==> config.mk <==
export PLATFORM = sky130hd
export DESIGN_NAME = sseg_scan_ctrl
export DESIGN_NICKNAME = d
export VERILOG_FILES = /design/src/rtl/sseg_pkg.sv /design/src/rtl/sseg_lz_mask.sv /design/src/rtl/sseg_scan_ctrl.sv
export SDC_FILE = /design/constraint.sdc
export NUM_CORES = 1
export LEC_CHECK = 0
export BUFFER_PORTS_ARGS = -buffer_cell sky130_fd_sc_hd__buf_2
export CORE_MARGIN = 4
export CORE_UTILIZATION = 50
export CTS_BUF_LIST = sky130_fd_sc_hd__clkbuf_4
export CTS_CLUSTER_DIAMETER = 30
export DETAILED_ROUTE_END_ITERATION = 10
export PLACE_DENSITY = 0.77
export SLEW_MARGIN = 15
export SYNTH_ARGS = -nofsm -noshare
export SYNTH_HDL_FRONTEND = slang
export SYNTH_SLANG_ARGS = --single-unit
==> constraint.sdc <==
create_clock -name clk -period 2.75 [get_ports clk]
set_input_delay 0.1375 -clock clk [delete_from_list [all_inputs] [get_ports clk]]
set_output_delay 0.1375 -clock clk [all_outputs]
set_load 0.1 [all_outputs]
==> src/rtl/sseg_pkg.sv <==
// Shared constants and the hex-to-segment decoder for the seven-segment scan controller.
package sseg_pkg;

  // Everything dark: all cathodes high, decimal point off.
  localparam logic [7:0] SEG_BLANK   = 8'hFF;
  // Only the decimal point lit. Used for a suppressed leading zero that carries a dp.
  localparam logic [7:0] SEG_DP_ONLY = 8'h7F;

  // Active-low g..a patterns for 0-F, where bit 0 is segment a.
  localparam logic [6:0] SEG_LUT [16] = '{
    7'h40, 7'h79, 7'h24, 7'h30, 7'h19, 7'h12, 7'h02, 7'h78,
    7'h00, 7'h10, 7'h08, 7'h03, 7'h46, 7'h21, 7'h06, 7'h0E
  };

  function automatic logic [6:0] hex_to_seg(input logic [3:0] h);
    return SEG_LUT[h];
  endfunction

endpackage

==> src/rtl/sseg_lz_mask.sv <==
// Leading-zero mask. Bit i is set when digits i..N_DIGITS-1 are all zero.
// Digit 0 is never masked, so a value of zero still shows a single "0".
module sseg_lz_mask #(
  parameter int N_DIGITS = 4
) (
  input  logic [4*N_DIGITS-1:0] hex,
  output logic [N_DIGITS-1:0]   mask
);

  logic all_zero;

  // Walk from the most significant digit downwards while the digits stay zero.
  always_comb begin
    mask     = '0;
    all_zero = 1'b1;
    for (int i = N_DIGITS - 1; i > 0; i--) begin
      all_zero = all_zero & (hex[4*i +: 4] == 4'h0);
      mask[i]  = all_zero;
    end
  end

endmodule

==> src/rtl/sseg_scan_ctrl.sv <==
// N-digit multiplexed seven-segment scan controller. Provides per-digit dp,
// blank and blink, leading-zero suppression, PWM brightness and registered outputs.
module sseg_scan_ctrl #(
  parameter int N_DIGITS    = 4,
  parameter int SLOT_CYCLES = 62500,
  parameter int BRIGHT_W    = 4,
  parameter int BLINK_SCANS = 64
) (
  input  logic                  clk,
  input  logic                  reset,
  input  logic [4*N_DIGITS-1:0] hex,
  input  logic [N_DIGITS-1:0]   dp,
  input  logic [N_DIGITS-1:0]   blank,
  input  logic [N_DIGITS-1:0]   blink,
  input  logic                  lz_en,
  input  logic [BRIGHT_W-1:0]   bright,
  output logic [N_DIGITS-1:0]   an,
  output logic [7:0]            seg,
  output logic                  scan_tick
);

  import sseg_pkg::*;

  localparam int SLOT_W = $clog2(SLOT_CYCLES);
  localparam int IDX_W  = $clog2(N_DIGITS);
  localparam int BLK_W  = (BLINK_SCANS > 1) ? $clog2(BLINK_SCANS) : 1;

  localparam logic [SLOT_W-1:0] SLOT_LAST = SLOT_W'(SLOT_CYCLES - 1);
  localparam logic [IDX_W-1:0]  IDX_LAST  = IDX_W'(N_DIGITS - 1);
  localparam logic [BLK_W-1:0]  BLK_LAST  = BLK_W'(BLINK_SCANS - 1);

  logic [SLOT_W-1:0]   slot_cnt;
  logic [IDX_W-1:0]    dig_idx;
  logic [BRIGHT_W-1:0] pwm_cnt;
  logic [BLK_W-1:0]    blink_cnt;
  logic                blink_off;

  logic                slot_end;
  logic                scan_wrap;
  logic [N_DIGITS-1:0] lz_mask;
  logic [3:0]          cur_hex;
  logic                duty_on;
  logic                dark;
  logic                suppressed;
  logic [N_DIGITS-1:0] an_p0;
  logic [7:0]          seg_p0;

  assign slot_end  = (slot_cnt == SLOT_LAST);
  assign scan_wrap = slot_end && (dig_idx == IDX_LAST);

  sseg_lz_mask #(.N_DIGITS(N_DIGITS)) u_lz_mask (
    .hex  (hex),
    .mask (lz_mask)
  );

  // Scan timing: slot counter, digit index, free-running PWM counter and blink phase.
  always_ff @(posedge clk or posedge reset) begin
    if (reset) begin
      slot_cnt  <= '0;
      dig_idx   <= '0;
      pwm_cnt   <= '0;
      blink_cnt <= '0;
      blink_off <= 1'b0;
    end else begin
      pwm_cnt <= pwm_cnt + 1'b1;
      if (slot_end) begin
        slot_cnt <= '0;
        // Explicit compare so non-power-of-2 digit counts wrap correctly.
        if (dig_idx == IDX_LAST) dig_idx <= '0;
        else                     dig_idx <= dig_idx + 1'b1;
      end else begin
        slot_cnt <= slot_cnt + 1'b1;
      end
      if (scan_wrap) begin
        if (blink_cnt == BLK_LAST) begin
          blink_cnt <= '0;
          blink_off <= ~blink_off;
        end else begin
          blink_cnt <= blink_cnt + 1'b1;
        end
      end
    end
  end

  // Next anode/cathode pattern for the digit selected by the current counter state.
  always_comb begin
    cur_hex    = hex[{dig_idx, 2'b00} +: 4];
    duty_on    = (pwm_cnt < bright) || (bright == '1);
    // slot_cnt == 0 is the guard cycle, which keeps the anodes off while the digit changes.
    dark       = (slot_cnt == '0) || blank[dig_idx] ||
                 (blink[dig_idx] && blink_off) || !duty_on;
    suppressed = lz_en && lz_mask[dig_idx];
    an_p0      = '1;
    seg_p0     = SEG_BLANK;
    if (!dark) begin
      if (suppressed) begin
        if (dp[dig_idx]) begin
          an_p0[dig_idx] = 1'b0;
          seg_p0         = SEG_DP_ONLY;
        end
      end else begin
        an_p0[dig_idx] = 1'b0;
        seg_p0         = {~dp[dig_idx], hex_to_seg(cur_hex)};
      end
    end
  end

  // Output register: an and seg update on the same edge, so no ghosting between digits.
  always_ff @(posedge clk or posedge reset) begin
    if (reset) begin
      an        <= '1;
      seg       <= SEG_BLANK;
      scan_tick <= 1'b0;
    end else begin
      an        <= an_p0;
      seg       <= seg_p0;
      scan_tick <= scan_wrap;
    end
  end

endmodule

==> metrics.md <==
| Metric | Value |
|---|---|
| Reg2Reg Setup Slack | `0.46 ns` |
| Yosys warns | `0` |
| Layout cell share with drive strength beyond 1 | `0.3116` |
| HPWL Detailed | `3548 microns` |
| Effective utilization at floorplan | `0.5296` |
| CP max-delay cell | `dfrtp_1` |
| Clock tree buffer depth | `2` |
| Power per cell area | `about 440 nW/um^2` |
| R2R cell count | `4` |
| Type of the worst setup path | `reg2reg` |
| Flip-flop and latch count after synthesis | `42` |
| Main synth FF type | `dfrtp_1` |
| CTS clock-pin slew for the worst setup and hold paths | `around 0.12 ns` |
| Final hold vios | `0` |
| Slew @ Worst Pin | `~0.55 ns` |
| Final setup vio count | `0` |
| Final-stage net count | `between 300 and 400` |
| Syn nets | `roughly 270` |
| Worst Path Arrival | `around 2.6 ns` |
| CP Launch Type | `register` |
| Synth async-reset ratio | `1.000` |
| Worst VDD drop | `a little under 0.3 mV` |
| Buffer and inverter count on the worst path | `0` |
| Finished Layout Cells | `~330` |
| RSZ-0062 raised after global routing | `false` |
| Count of pins over their slew limit | `0` |
| Final period util | `0.8334` |
| Cell count along the critical path | `4` |
| Run status | `complete, no violations` |
| GR Util met1 | `0.2138` |
| Crit path largest cell delay | `about 0.71 ns` |
| Fin area | `2741 sq um` |
| Core area | `4444 sq um` |
| DRC Markers | `0` |
| Layer with the highest usage | `met2` |
| Met2 usage | `0.2768` |
| R2R Path Start | `dig_idx[0]$_DFFE_PP0N_` |
| Routing usage on met3 | `0.06147` |
| Setup bufs post-CTS | `0` |
| CTS sink cnt | `42` |
| Clock latency on the worst-skew pair | `about 0.35 ns` |
| Normalized max-slew margin | `0.6309` |
| Drt total wl | `about 4500 microns` |
| Port bufs | `between 40 and 50` |
| Sequential-to-total area share from yosys stat | `0.4530` |
| CP top delay family | `compound AO/OA/AOI/OAI gates` |
| Detail Route Antenna Nets | `0` |
| CTS tree | `built` |
| Max Cap Viol | `0` |
| LEAKAGE | `about 1.3 nW` |
| Cells after DPL | `319` |
| Largest net degree at the start of global routing | `43` |
| # IOs | `48` |
| Htree depth | `2` |
| WP data required | `about 3.0 ns` |
| TNS Setup | `0 ns` |
| Gr usage total | `0.1700` |
| Syn Inst Count | `between 200 and 250` |
| Vias in the first global route | `between 1.5k and 2k` |
| Setup crit end | `seg[4]$_DFF_PP1_` |
| Syn avg cell area | `around 11 sq um` |
| CP Max Fanout | `13` |
| Post-synth EDFFs | `0` |
| Layout overhead on the synthesized area | `16.48%` |
| Setup skew after layout | `roughly 0.0076 ns` |
| CP Launch Point | `dig_idx[0]$_DFFE_PP0N_` |
| HP Class | `in2reg` |
| Placement Rows | `24` |
| Final min period | `roughly 2.3 ns` |
| First-pass GRT wire length | `8017 microns` |
| Highest attainable clock frequency | `about 0.44 GHz` |
| Die width | `approximately 77 microns` |
| Number of diodes | `0` |
| Die ar. | `between 5000 and 6000 sq um` |
| Vias | `approximately 1.8k` |
| Avg WL per Cell | `roughly 14 microns` |
| GP Congestion | `approximately 0.8` |
| R2r endpoint | `seg[4]$_DFF_PP1_` |
| CP cell instances | `mux4_2 > a221o_1 > a211oi_2 > o211ai_1` |
| Total CTS buffers | `5` |
| Filler Cells Inserted | `roughly 370` |
| Root buffer cell | `clkbuf_4` |
| Drt pass-1 iters | `4` |
| Netlist Area Pre-Place | `between 2000 and 2500 sq um` |
| Drt first-iter violations | `roughly 110` |
| Unique cell type count in the Yosys netlist | `42` |
| Vias/cell | `5.637` |
| Initial antenna violation count | `0` |
| Placed cell area | `2654 sq um` |
| Chip Height | `around 77 microns` |
| Total grt overflow | `0` |
| Crit. End Element | `register` |
[cell families after synthesis]
logic type	Yosys count	share of synthesized area
AOI/OAI and AO/OA	33	0.09410
xor gates and xnor gates	17	0.06326
adders and majority gates	17	0.09038
buffers and inverters	21	0.03561
DFF	42	0.4529
muxes	11	0.08453
and+or+nand+nor	81	0.1792
[layout by cell type, fill, tap and decap left out, drive strengths merged, types with 3 or more instances in the layout]
master and n:
xnor2 10, dfstp 12, ha 17, nor2b 3, nand4 6, or4 3
inv 15, buf 50, mux2i 3, o21ai 9, clkinv 3, a21oi 9
xor2 7, dfrtp 30, nand3 10, o211ai 5, nor4 5, nand2 27
mux4 7, and3 3, clkbuf 5, nor2 15
[per-layer routing]
layer  vias up  wire length [microns]
li1        893                      -
met1       893                   2015
met2        58                   2145
met3         5                    304
met4         0                     51
met5         -                      0
[worst min path at each step]
stage,slack (ns),start,cells past startpoint,to
detailed placement,0.29,reset,3,pwm_cnt[2]$_DFF_PP0_
CTS,0.15,dp[0],3,seg[7]$_DFF_PP1_
global placement,0.28,reset,3,pwm_cnt[2]$_DFF_PP0_
global route,0.13,dp[3],3,seg[7]$_DFF_PP1_
finish,0.16,dp[0],3,seg[7]$_DFF_PP1_
floorplan,0.37,reset,1,blink_cnt[0]$_DFFE_PP0P_
[synthesized netlist by cell type (2+ instances only)]
cell	number	area, sq um
or4_4	2	22.52
o21ai_0	8	40.04
a21o_1	2	15.01
mux4_2	7	157.7
a21oi_1	9	45.04
dfstp_2	12	315.3
nand4_1	6	37.54
inv_1	15	56.30
nor2_1	15	56.30
mux2i_1	3	30.03
or3_1	2	12.51
nor3_1	2	10.01
and2_1	2	12.51
nor2b_1	3	18.77
o211ai_1	5	37.54
xnor2_1	10	87.58
and3_1	3	18.77
nand3_1	10	50.05
clkbuf_1	2	7.510
nand2_1	26	97.59
buf_2	3	15.01
dfrtp_1	30	750.7
nor4_1	4	25.02
ha_1	17	212.7
xor2_1	7	61.31
[tightest hold or removal path, delay by kind of cell]
| family | cells | cell delay, ns |
|---|---|---|
| buf+inv | 1 | 0.09 |
| mux | 1 | 0.23 |
| simple gates | 1 | 0.06 |
[per-stage QoR]
stage / setup slack [ns] / hold WS [ns] / utilization / power [mW]
floorplan: 0.7344 / 0.3718 / - / 0.7868
global placement: 0.5000 / 0.2845 / 0.5971 / 0.8323
detailed placement: 0.4531 / 0.2890 / 0.5971 / 0.8334
CTS: 0.4292 / 0.1464 / 0.6168 / 1.225
global route: 0.2777 / 0.1295 / 0.6168 / 1.275
finish: 0.4581 / 0.1579 / 0.6168 / 1.210
[layout make-up]
class | instances | area [sq um] | share of cell area
inverter | 16 | 61.31 | 0.02236
tap | 52 | 65.06 | 0.02373
clock buffer | 5 | 37.54 | 0.01369
clock inverter | 3 | 40.04 | 0.01461
sequential | 42 | 1066 | 0.3889
timing repair buffer | 51 | 267.8 | 0.09767
multi-input combinational | 159 | 1204 | 0.4391
[sequential cells by signal, summed over array words and instances, names as in the netlist]
register and count:
blink_off 1, dig_idx 2, an 4, seg 8, slot_cnt 16, blink_cnt 6
scan_tick 1, pwm_cnt 4
[timing repair]
action | in CTS | in global routing
hold buffers | 1 | 0
gates resized for setup | 0 | 0
hold endpoints to repair | 30 | 0
[power by group]
part	leakage (nW)	internal (mW)	switching, mW
sequential	0.527	0.635	0.00169
combinational	0.721	0.0522	0.134
clock	0.0450	0.188	0.199
total	1.29	0.875	0.334
Power figures use the tool's default switching activity.
